===== src/rtl/data_bus_ctrl.sv =====
// Master-to-device bus bridge: decodes the top address bits into a device
// select, strobes the selected device until its waitrequest drops (or a
// stall timeout expires) and returns a one-cycle completion pulse.
module data_bus_ctrl #(
  parameter int DATA_W  = 16,
  parameter int ADDR_W  = 16,
  parameter int SEL_W   = 4,
  parameter int NUM_DEV = 4,
  parameter int TIMEOUT = 255
) (
  input  logic                      Clock,
  input  logic                      Reset,
  input  logic                      ReadData,
  input  logic                      WriteData,
  input  logic [ADDR_W-1:0]         DataAddr,
  input  logic [DATA_W-1:0]         BusIn,
  output logic [DATA_W-1:0]         BusOut,
  output logic                      DataDone,
  output logic                      DataErr,
  output logic [NUM_DEV-1:0]        dev_read,
  output logic [NUM_DEV-1:0]        dev_write,
  output logic [ADDR_W-SEL_W-1:0]   dev_addr,
  output logic [DATA_W-1:0]         dev_wdata,
  input  logic [NUM_DEV*DATA_W-1:0] dev_rdata,
  input  logic [NUM_DEV-1:0]        dev_waitreq
);

  localparam int CNT_W = $clog2(TIMEOUT + 1);

  typedef enum logic [1:0] {
    IDLE,
    ACCESS,
    RESP
  } state_t;

  state_t             state, state_next;
  logic [SEL_W-1:0]   sel_q;
  logic               is_write_q;
  logic               err_q;
  logic [CNT_W-1:0]   stall_cnt;

  logic [SEL_W-1:0]   req_sel;
  logic               req_valid_sel;
  logic               req_bad;
  logic [NUM_DEV-1:0] req_onehot;
  logic [DATA_W-1:0]  rd_sel;
  logic               wait_sel;

  logic [NUM_DEV-1:0] read_next, write_next;
  logic               done_next, err_next;
  logic               latch, complete, timeout;

  // Decode the incoming request and mux the selected device's response.
  always_comb begin
    req_sel       = DataAddr[ADDR_W-1 -: SEL_W];
    req_valid_sel = ({1'b0, req_sel} < (SEL_W+1)'(NUM_DEV));
    req_bad       = !req_valid_sel || (ReadData && WriteData);
    req_onehot    = '0;
    rd_sel        = '0;
    wait_sel      = 1'b0;
    for (int unsigned i = 0; i < NUM_DEV; i++) begin
      req_onehot[i] = (req_sel == SEL_W'(i));
      if (sel_q == SEL_W'(i)) begin
        rd_sel   = dev_rdata[i*DATA_W +: DATA_W];
        wait_sel = dev_waitreq[i];
      end
    end
  end

  // Next-state logic and next values of the registered strobes/status.
  always_comb begin
    state_next = state;
    read_next  = '0;
    write_next = '0;
    done_next  = 1'b0;
    err_next   = 1'b0;
    latch      = 1'b0;
    complete   = 1'b0;
    timeout    = 1'b0;
    case (state)
      IDLE: begin
        // DataDone is still high in the first IDLE cycle; the master has not
        // yet dropped its held request, so it must not start a new access.
        if ((ReadData || WriteData) && !DataDone) begin
          latch = 1'b1;
          if (req_bad) begin
            state_next = RESP;
          end else begin
            state_next = ACCESS;
            read_next  = ReadData  ? req_onehot : '0;
            write_next = WriteData ? req_onehot : '0;
          end
        end
      end
      ACCESS: begin
        if (!wait_sel) begin
          complete   = 1'b1;
          state_next = RESP;
        end else if (stall_cnt == CNT_W'(TIMEOUT - 1)) begin
          timeout    = 1'b1;
          state_next = RESP;
        end else begin
          read_next  = dev_read;
          write_next = dev_write;
        end
      end
      RESP: begin
        done_next  = 1'b1;
        err_next   = err_q;
        state_next = IDLE;
      end
      default: state_next = IDLE;
    endcase
  end

  // State register plus latched transaction fields and registered outputs.
  always_ff @(posedge Clock) begin
    if (Reset) begin
      state      <= IDLE;
      sel_q      <= '0;
      is_write_q <= 1'b0;
      err_q      <= 1'b0;
      stall_cnt  <= '0;
      dev_read   <= '0;
      dev_write  <= '0;
      DataDone   <= 1'b0;
      DataErr    <= 1'b0;
      BusOut     <= '0;
      dev_addr   <= '0;
      dev_wdata  <= '0;
    end else begin
      state     <= state_next;
      dev_read  <= read_next;
      dev_write <= write_next;
      DataDone  <= done_next;
      DataErr   <= err_next;
      if (state == ACCESS && wait_sel) begin
        stall_cnt <= stall_cnt + 1'b1;
      end else begin
        stall_cnt <= '0;
      end
      if (latch) begin
        dev_addr   <= DataAddr[ADDR_W-SEL_W-1:0];
        dev_wdata  <= BusIn;
        sel_q      <= req_sel;
        is_write_q <= WriteData;
        err_q      <= req_bad;
      end
      if (complete && !is_write_q) begin
        BusOut <= rd_sel;
      end
      if (timeout) begin
        BusOut <= '1;
        err_q  <= 1'b1;
      end
    end
  end

endmodule


===== config.mk =====
export PLATFORM = sky130hd
export DESIGN_NAME = data_bus_ctrl
export DESIGN_NICKNAME = d
export VERILOG_FILES = /design/src/rtl/data_bus_ctrl.sv
export SDC_FILE = /design/constraint.sdc
export NUM_CORES = 1
export LEC_CHECK = 0
export ABC_CLOCK_PERIOD_IN_PS = 2000
export CORE_UTILIZATION = 45
export CTS_CLUSTER_SIZE = 24
export DETAILED_ROUTE_END_ITERATION = 8
export DONT_BUFFER_PORTS = 1
export GPL_ROUTABILITY_DRIVEN = 0
export GPL_TIMING_DRIVEN = 0
export PLACE_DENSITY_LB_ADDON = 0.25
export SYNTH_ARGS = -nofsm -noshare
export SYNTH_HDL_FRONTEND = slang
export SYNTH_SLANG_ARGS = --single-unit

===== constraint.sdc =====
create_clock -name Clock -period 2 [get_ports Clock]
set_input_delay 0.4 -clock Clock [delete_from_list [all_inputs] [get_ports Clock]]
set_output_delay 0.4 -clock Clock [all_outputs]
set_load 0.01 [all_outputs]

==> flow_summary.json <==
{
  "core-area_um2": 6490,
  "r2r_cells": 6,
  "worst_path_max_fanout": 10,
  "setup_violations": 0,
  "grt_max_degree": 13,
  "cts_sinks": 70,
  "syn_to_final_growth_pct": 11.4,
  "chip_width_um": 85.1,
  "synth_area_um2": 3110,
  "wire_length_of_the_first_global_routing_pass_um": 11200,
  "dpl_worst_slack_ps": -10.2,
  "worst_hold_path_type": "in -> reg",
  "cts_hold_buffers": 0,
  "rrSetupSlack_ps": 150,
  "synthesis.yosys.warnings": 0,
  "dr_drc_count": 0,
  "timing.final.crit_share_pct": 92.4,
  "critical_path_class": "reg -> reg",
  "synth-seq-area-share_pct": 45.1,
  "yosysUniqueCellTypes": 39,
  "gr-usage-all-layers_pct": 19.6,
  "postSynthCellCount": 325,
  "cts_root_buf": "sky130_fd_sc_hd__clkbuf_8",
  "floorplan.initialDensity_pct": 47.9,
  "clk_transition_reported_paths_ps": 80,
  "max-clock-path-buffers": 2,
  "post-route-min-period_ps": 1850,
  "route.antenna.remaining_nets": 0,
  "final-max-slew-violation-count": 0,
  "timing.rr.start": "sel_q[0]",
  "finish.utilization_pct": 53.3,
  "tritoncts": "built",
  "die_height_um": 85.1,
  "final.fill_count": 596,
  "crit_required_ps": 2240,
  "placed_area_um2": 3210,
  "status": "finished clean",
  "detail_route.wl_per_cell_um": 16.9,
  "post_synth.cell_area_avg_um2": 9.57,
  "seq_area_um2": 1400,
  "drive_gt1_share_pct": 17.9,
  "layout_common_cells": "sky130_fd_sc_hd__nand2_1, sky130_fd_sc_hd__dfxtp_1, sky130_fd_sc_hd__a21oi_1, sky130_fd_sc_hd__inv_1, sky130_fd_sc_hd__mux4_2",
  "worstReg2RegEnd": "BusOut[12]",
  "clock.fmax_ghz": 0.541,
  "layout.cell_area.non_filler_um2": 3460,
  "post-route-worst-setup-slack_ps": 152,
  "port_buffers": 0,
  "drt_pass1_iterations": 4,
  "unrepaired_setup_endpoints_after_global_routing": "false",
  "cp-end-kind": "flip-flop",
  "number_of_antenna_violations_at_the_first_check_in_global_routing": 0,
  "cts_h_tree_depth": 3,
  "timing.hold.worst.start": "BusIn[4]",
  "grt_overflow_total": 0,
  "hold_path_depth": 2,
  "worst_max_slew_pin_slew_ps": 607,
  "vias_per_cell": 5.70,
  "antenna_cells": 0,
  "worstSkewPairLatency_ps": 330,
  "multi_input_area_um2": 1550,
  "postSynthRegisterBits": 70,
  "final_common_cell": "sky130_fd_sc_hd__nand2_1",
  "cts-buffers-inserted": 9,
  "nets": 447,
  "power-per-cell-area_nw_per_um2": 926,
  "timing_hold_violations_final": 0,
  "via_count": 2411,
  "synth.net_count": 431,
  "worst_slew_margin_rel_pct": 59.5,
  "dieArea_um2": 7250,
  "rows": 29,
  "detail_route.wirelength_um": 7140,
  "cap_viol_max_count": 0,
  "boundaryPins": 158,
  "worstSetupStartpointType": "flip-flop",
  "hpwlAfterDp_um": 5210,
  "fin_worst_skew_ps": 7.87,
  "worst_hold_path.endpoint": "dev_wdata[4]",
  "p_leak_nw": 1.22,
  "worst_ir_drop_vdd_v": 0.000582,
  "first_global_vias": 2381,
  "drt_iter0_drc": 68,
  "worst-endpoint-arrival_ps": 2080
}
-- sequential cells by signal, summed over array words and instances (netlist names) --
name,count
DataDone,1
dev_read,4
BusOut,16
err_q,1
dev_addr,12
is_write_q,1
sel_q,4
state,2
DataErr,1
dev_write,4
stall_cnt,8
dev_wdata,16
-- synthesized netlist by cell type --
master | number | area [µm²]
sky130_fd_sc_hd__a221oi_1 | 6 | 52.6
sky130_fd_sc_hd__mux4_2 | 16 | 360
sky130_fd_sc_hd__a22o_2 | 1 | 10.0
sky130_fd_sc_hd__a211oi_1 | 1 | 7.51
sky130_fd_sc_hd__or3b_1 | 1 | 8.76
sky130_fd_sc_hd__ha_1 | 2 | 25.0
sky130_fd_sc_hd__nand3b_1 | 2 | 15.0
sky130_fd_sc_hd__o2bb2ai_1 | 7 | 61.3
sky130_fd_sc_hd__or2_1 | 2 | 12.5
sky130_fd_sc_hd__inv_1 | 17 | 63.8
sky130_fd_sc_hd__buf_4 | 1 | 7.51
sky130_fd_sc_hd__nor3_1 | 3 | 15.0
sky130_fd_sc_hd__a221oi_4 | 1 | 26.3
sky130_fd_sc_hd__nor2_1 | 10 | 37.5
sky130_fd_sc_hd__xnor2_1 | 1 | 8.76
sky130_fd_sc_hd__nor4_1 | 1 | 6.26
sky130_fd_sc_hd__and4_2 | 1 | 10.0
sky130_fd_sc_hd__clkbuf_1 | 15 | 56.3
sky130_fd_sc_hd__and4_1 | 1 | 8.76
sky130_fd_sc_hd__a31oi_4 | 1 | 21.3
sky130_fd_sc_hd__dfxtp_1 | 70 | 1400
sky130_fd_sc_hd__buf_2 | 3 | 15.0
sky130_fd_sc_hd__nor4bb_1 | 1 | 10.0
sky130_fd_sc_hd__mux2_2 | 1 | 11.3
sky130_fd_sc_hd__xor2_1 | 5 | 43.8
sky130_fd_sc_hd__a221oi_2 | 10 | 150
sky130_fd_sc_hd__nand3_1 | 8 | 40.0
sky130_fd_sc_hd__and3_1 | 1 | 6.26
sky130_fd_sc_hd__and2_1 | 2 | 12.5
sky130_fd_sc_hd__o21ai_0 | 2 | 10.0
sky130_fd_sc_hd__and2b_2 | 1 | 8.76
sky130_fd_sc_hd__o211a_1 | 1 | 10.0
sky130_fd_sc_hd__mux2_4 | 1 | 15.0
sky130_fd_sc_hd__a2bb2o_1 | 1 | 10.0
sky130_fd_sc_hd__nor3b_1 | 2 | 15.0
sky130_fd_sc_hd__a21oi_1 | 36 | 180
sky130_fd_sc_hd__nand2_1 | 87 | 327
sky130_fd_sc_hd__nand4_1 | 1 | 6.26
sky130_fd_sc_hd__buf_6 | 2 | 22.5
-- worst max-delay path by stage --
stage | endpoint | start | slack, ps
after floorplan | BusOut[10] | sel_q[0] | 220
after global placement | BusOut[13] | sel_q[0] | 30
after detailed placement | BusOut[12] | sel_q[0] | -10
after CTS | BusOut[11] | sel_q[0] | 70
after global routing | BusOut[15] | sel_q[1] | 10
final | BusOut[12] | sel_q[0] | 150
-- what timing repair did --
action / 4_1_cts / 5_1_grt
setup buffers: 2 / 3
resized for setup: 0 / 6
setup endpoints to repair: 4 / 30
pin swaps: 1 / 2
hold endpoints to repair: 0 / 0
-- worst max-delay path, stage by stage (launching register included) --
cell	delay, ps
sky130_fd_sc_hd__dfxtp_1	330
sky130_fd_sc_hd__buf_6	140
sky130_fd_sc_hd__mux2_2	380
sky130_fd_sc_hd__a221oi_4	340
sky130_fd_sc_hd__a31oi_4	110
sky130_fd_sc_hd__buf_8	190
sky130_fd_sc_hd__a221oi_2	270
-- power by group --
| part | internal [W] | leakage (nW) | switching (W) |
|---|---|---|---|
| clock | 0.000650 | 0.103 | 0.000531 |
| sequential | 0.00148 | 0.571 | 0.0000895 |
| combinational | 0.000198 | 0.550 | 0.000263 |
-- cell type report --
class	instances	share of cell area (%)
buffer	21	3.11
clock buffer	12	4.48
clock inverter	4	1.59
inverter	17	1.84
multi-input combinational	217	44.7
sequential	70	40.4
tap	77	2.78
timing repair buffer	5	1.08
-- cell families (layout without fill, tap and decap cells) --
| kind of cell | Yosys count | count (layout) | synth area share [%] |
|---|---|---|---|
| xor gates and xnor gates | 6 | 6 | 1.69 |
| AOI/OAI and AO/OA | 67 | 67 | 17.3 |
| and+or+nand+nor | 124 | 124 | 17.3 |
| muxes | 18 | 18 | 12.4 |
| DFF | 70 | 70 | 45.1 |
| adders and majority gates | 2 | 2 | 0.805 |
| buffers and inverters | 38 | 59 | 5.31 |
-- stage by stage --
step	TNS [ps]	hold slack (ps)	cells	total power, W
after global routing	0	184	423	0.00335
after global placement	0	448	402	0.00204
final	0	198	423	0.00321
after floorplan	0	424	325	0.00195
after detailed placement	-15.5	458	402	0.00204
after CTS	0	185	420	0.00322
-- layer usage --
layer  up-vias  global-route usage (%)  wire, µm
met4         0                    6.47        64
met2       113                    33.4      3400
met3         8                    5.54       647
met5         -                       0         0
li1       1180                       -         -
met1      1110                    23.9      3030
(Power assumes the default switching activity.)
==> edit 1 (same flow settings) <==
The 3 states of `state_t` get a one-hot encoding in 3 bits.
--- a/src/rtl/data_bus_ctrl.sv
+++ b/src/rtl/data_bus_ctrl.sv
@@ -27,10 +27,10 @@
 
   localparam int CNT_W = $clog2(TIMEOUT + 1);
 
-  typedef enum logic [1:0] {
-    IDLE,
-    ACCESS,
-    RESP
+  typedef enum logic [2:0] {
+    IDLE   = 3'b001,
+    ACCESS = 3'b010,
+    RESP   = 3'b100
   } state_t;
 
   state_t             state, state_next;
Check against the original RTL: same outputs for any inputs over 10 cycles, from zero or initial values and one cycle with Reset high; not proved beyond that.
==> edit 1 against the original RTL <==
- final area grew 7.7%
- routed wire length grew 2.7%
- synthesized area grew 7.5%
- setup slack lost 0.035 ns
- sequential cell count grew 1
- total power grew 11%
- critical path type unchanged
- critical endpoint is now BusOut[8]
- largest cell class unchanged
- highest routed layer unchanged
==> edit 1: results (changes against the original RTL) <==
muxShareOfSynthArea_pct: 20.7  # was 12.4%
cpPeakStageDelay_ns: 0.45  # was 0.38 ns
grt_pass1_wl_mm: 10.9  # was 11.2 mm
vdd_ir_drop_max_mv: 0.496  # was 0.582 mV
place_inst: 410  # was 402
netlist_instances: 311  # was 325
slowest_stage: "clkbuf_1"  # was mux2_2
wirelength_mm: 7.34  # was 7.14 mm
relSlewSlack_pct: 56.5  # was 59.5%
cp_top_family: "buffers and inverters"  # was compound AO/OA/AOI/OAI gates
dpl_cell_area_um2: 3470  # was 3210 um^2
synthAdderAreaFrac_pct: 0.749  # was 0.805%
ys_types: 48  # was 39
wl_met1_mm: 3.19  # was 3.03 mm
vias: 2324  # was 2,411
status: "finished clean"  # unchanged
drt_first_iter_violations: 101  # was 68
skew_ns: 0.00871  # was 0.00787 ns
seqCellArea_um2: 1420  # was 1400 um^2
cp.arrival_ns: 2.10  # was 2.08 ns
seq_area_frac_synth_pct: 42.5  # was 45.1%
ys_top_cells_by_count: "dfxtp_1 (71), nor2_1 (47), mux2i_1 (33)"  # was nand2_1 (87), dfxtp_1 (70), a21oi_1 (36)
wl_per_cell_um: 17.2  # was 16.9 um
nFillCells: 700  # was 596
synthTopCellsByArea: "dfxtp_1 (43%), mux4_2 (11%), mux2i_1 (9.9%)"  # was dfxtp_1 (45%), mux4_2 (12%), nand2_1 (11%)
wl_met3_um: 658  # was 647 um
synth_xor_area_share_pct: 1.57  # was 1.69%
fin_nets: 428  # was 447
r2r-start: "sel_q[1]"  # was sel_q[0]
synthesis.nets: 417  # was 431
## edit 1: cell families (layout without fill, tap and decap cells)
| group | after synthesis | after routing |
|---|---|---|
| xor gates and xnor gates | 6 | 6 |
| DFF | 71 | 71 |
| AOI/OAI and AO/OA | 55 | 55 |
| buffers and inverters | 47 | 63 |
| muxes | 49 | 49 |
| adders and majority gates | 2 | 2 |
| and+or+nand+nor | 81 | 81 |
## edit 1: worst paths after layout
path	to	slack, ns	depth (start not counted)
worst max-delay path	BusOut[8]	0.12	5
worst min-delay path	DataDone	0.15	1
worst min register to register	DataErr	0.47	1
worst max register to register	BusOut[8]	0.12	5
## edit 1: metal layers
layer | global-route usage, % | up-vias
li1 | - | 1155
met1 | 23.0 | 1055
met2 | 29.4 | 106
met3 | 6.60 | 8
met4 | 8.80 | 0
met5 | 0 | -
## edit 1: repair_timing
item | 4_1_cts | 5_1_grt
endpoints found under the setup margin | 0 | 11
hold buffers | 0 | 0
resized for setup | 0 | 2
endpoints found under the hold margin | 0 | 0
## edit 1: area by class of cell
type                            instances  area share, %
Sequential cell                        71           38.1
Inverter                               26           2.62
Multi-Input combinational cell        193           44.0
Tap cell                               99           3.32
Buffer                                 21           5.13
Clock buffer                           11           4.06
Clock inverter                          5           2.78
## edit 1: worst reg2reg max path: cells and delay by family, from the launching register on
| family | cells | cell delay [ns] |
|---|---|---|
| buf+inv | 2 | 0.61 |
| mux | 1 | 0.40 |
| compound gates | 2 | 0.40 |
| flops | 1 | 0.36 |
## edit 1: power by group
group	total, mW	internal [mW]	switching [mW]
Combinational	0.531	0.268	0.263
Sequential	1.59	1.50	0.0910
Clock	1.43	0.897	0.538
Total	3.55	2.66	0.891
==> edit 2 (config.mk and constraints unchanged) <==
Without the edit above. The parameter `TIMEOUT` goes from 255 to 510.
--- a/src/rtl/data_bus_ctrl.sv
+++ b/src/rtl/data_bus_ctrl.sv
@@ -6,7 +6,7 @@
   parameter int ADDR_W  = 16,
   parameter int SEL_W   = 4,
   parameter int NUM_DEV = 4,
-  parameter int TIMEOUT = 255
+  parameter int TIMEOUT = 510
 ) (
   input  logic                      Clock,
   input  logic                      Reset,
Function: same outputs for any inputs over 10 cycles, from zero or initial values and one cycle with Reset high; that may be too few to reach the edited logic, so the function may still have changed.
==> edit 2 against the original RTL <==
- total power increased by 0.19%
- largest cell class unchanged
- non-clock buffer count increased by 3
- final area increased by 4.2%
- first-iteration DRC count increased by 37%
- clock skew increased by 0.0025 ns
- routed wire length increased by 7.2%
- setup slack got worse by 0.059 ns
- sequential share of layout area decreased by 1.1 points
- synthesized area increased by 2.6%
- clock power decreased by 3%
- sequential cell count increased by 1
- combinational power increased by 5.2%
==> edit 2: results (changes against the original RTL) <==
clock_latency_ns: 0.35  # was 0.33 ns
cp.arrival_ns: 2.12  # was 2.08 ns
synthTopCellsByArea: "dfxtp_1 (45%), mux4_2 (11%), nand2_1 (10%)"  # was dfxtp_1 (45%), mux4_2 (12%), nand2_1 (11%)
status: "finished clean"  # unchanged
slowest_stage: "a31oi_4"  # was mux2_2
grt_max_degree: 14  # was 13
grtUsageMet2_pct: 33.4  # about the same
globalRouteMet3Util_pct: 6.10  # was 5.54%
grt_use_met1_pct: 23.1  # was 23.9%
worst-path-max-fanout: 9  # was 10
nFillCells: 644  # was 596
hp-start: "BusIn[9]"  # was BusIn[4]
viasPerCell: 5.39  # was 5.70
cellLeakagePower_nw: 1.25  # was 1.22 nW
antenna_found_initial: 0  # unchanged
drt_first_iter_violations: 93  # was 68
powerDensity_nw_per_um2: 890  # was 926 nW/um^2
muxShareOfSynthArea_pct: 12.2  # was 12.4%
skew_ns: 0.0104  # was 0.00787 ns
worst_pin_slew_ns: 0.720  # was 0.607 ns
synthAdderAreaFrac_pct: 0.785  # was 0.805%
wl_met2_mm: 3.68  # was 3.40 mm
ys_types: 37  # was 39
top_layer_used: "met4"  # unchanged
r2r-start: "sel_q[0]"  # unchanged
grt_pass1_vias: 2367  # was 2,381
fin_nets: 461  # was 447
cp-startpoint: "sel_q[0]"  # unchanged
min_path_cells: 2  # unchanged
first_pass_iters: 4  # unchanged
dp.final_hpwl_mm: 5.50  # was 5.21 mm
synth_xor_area_share_pct: 1.92  # was 1.69%
drive_gt1_share_pct: 18.9  # was 17.9%
synth-compound-area-share_pct: 17.3  # about the same
synthesis.nets: 442  # was 431
synth_warnings: 0  # unchanged
min_path_type: "input pin to flop"  # unchanged
netlist_instances: 336  # was 325
biggestRegsByFlops: "BusOut x16, dev_wdata x16, dev_addr x12"  # unchanged
place_inst: 432  # was 402
clock_path_buffers: 2  # unchanged
wl_met1_mm: 3.11  # was 3.03 mm
clock_sinks: 71  # was 70
cts_buffers: 9  # unchanged
pg_clk_mw: 1.14  # was 1.18 mW
grt_usage_pct: 20.0  # was 19.6%
grt_pass1_wl_mm: 11.2  # about the same
htree_num_levels: 3  # unchanged
switchingPower_mw: 0.927  # was 0.883 mW
antenna_cells: 0  # unchanged
seq_area_frac_synth_pct: 44.6  # was 45.1%
vdd_ir_drop_max_mv: 0.460  # was 0.582 mV
wirelength_mm: 7.66  # was 7.14 mm
wl_met3_um: 732  # was 647 um
wl_per_cell_um: 16.8  # was 16.9 um
ys_top_cells_by_count: "nand2_1 (85), dfxtp_1 (71), a21oi_1 (36)"  # was nand2_1 (87), dfxtp_1 (70), a21oi_1 (36)
## edit 2: repair_timing
action / in CTS / in global routing
cloned: 0 / 1
buffers inserted: 1 / 6
setup endpoints to repair: 10 / 29
hold buffers: 0 / 0
pin swaps: 1 / 2
resized for setup: 0 / 11
## edit 2: final timing paths
| check | endpoint | slack [ns] |
|---|---|---|
| min | dev_wdata[9] | 0.17 |
| max reg2reg | BusOut[9] | 0.09 |
| min reg2reg | is_write_q | 0.47 |
| max | BusOut[9] | 0.09 |
## edit 2: cell type report
class	count	area [um^2]	share of cell area [%]
inverter	18	67.6	1.87
clock inverter	7	72.6	2.01
multi-input combinational	226	1620	44.8
timing repair buffer	8	77.6	2.15
buffer	21	110	3.05
sequential	71	1420	39.4
tap	96	120	3.33
clock buffer	9	124	3.43
## edit 2: per-stage QoR
step	instance area, um^2	setup slack [ns]
CTS	3510	0.0346
detailed placement	3310	-0.0461
finish	3610	0.0927
global route	3610	0.000769
floorplan	3190	0.208
global placement	3310	-0.0281
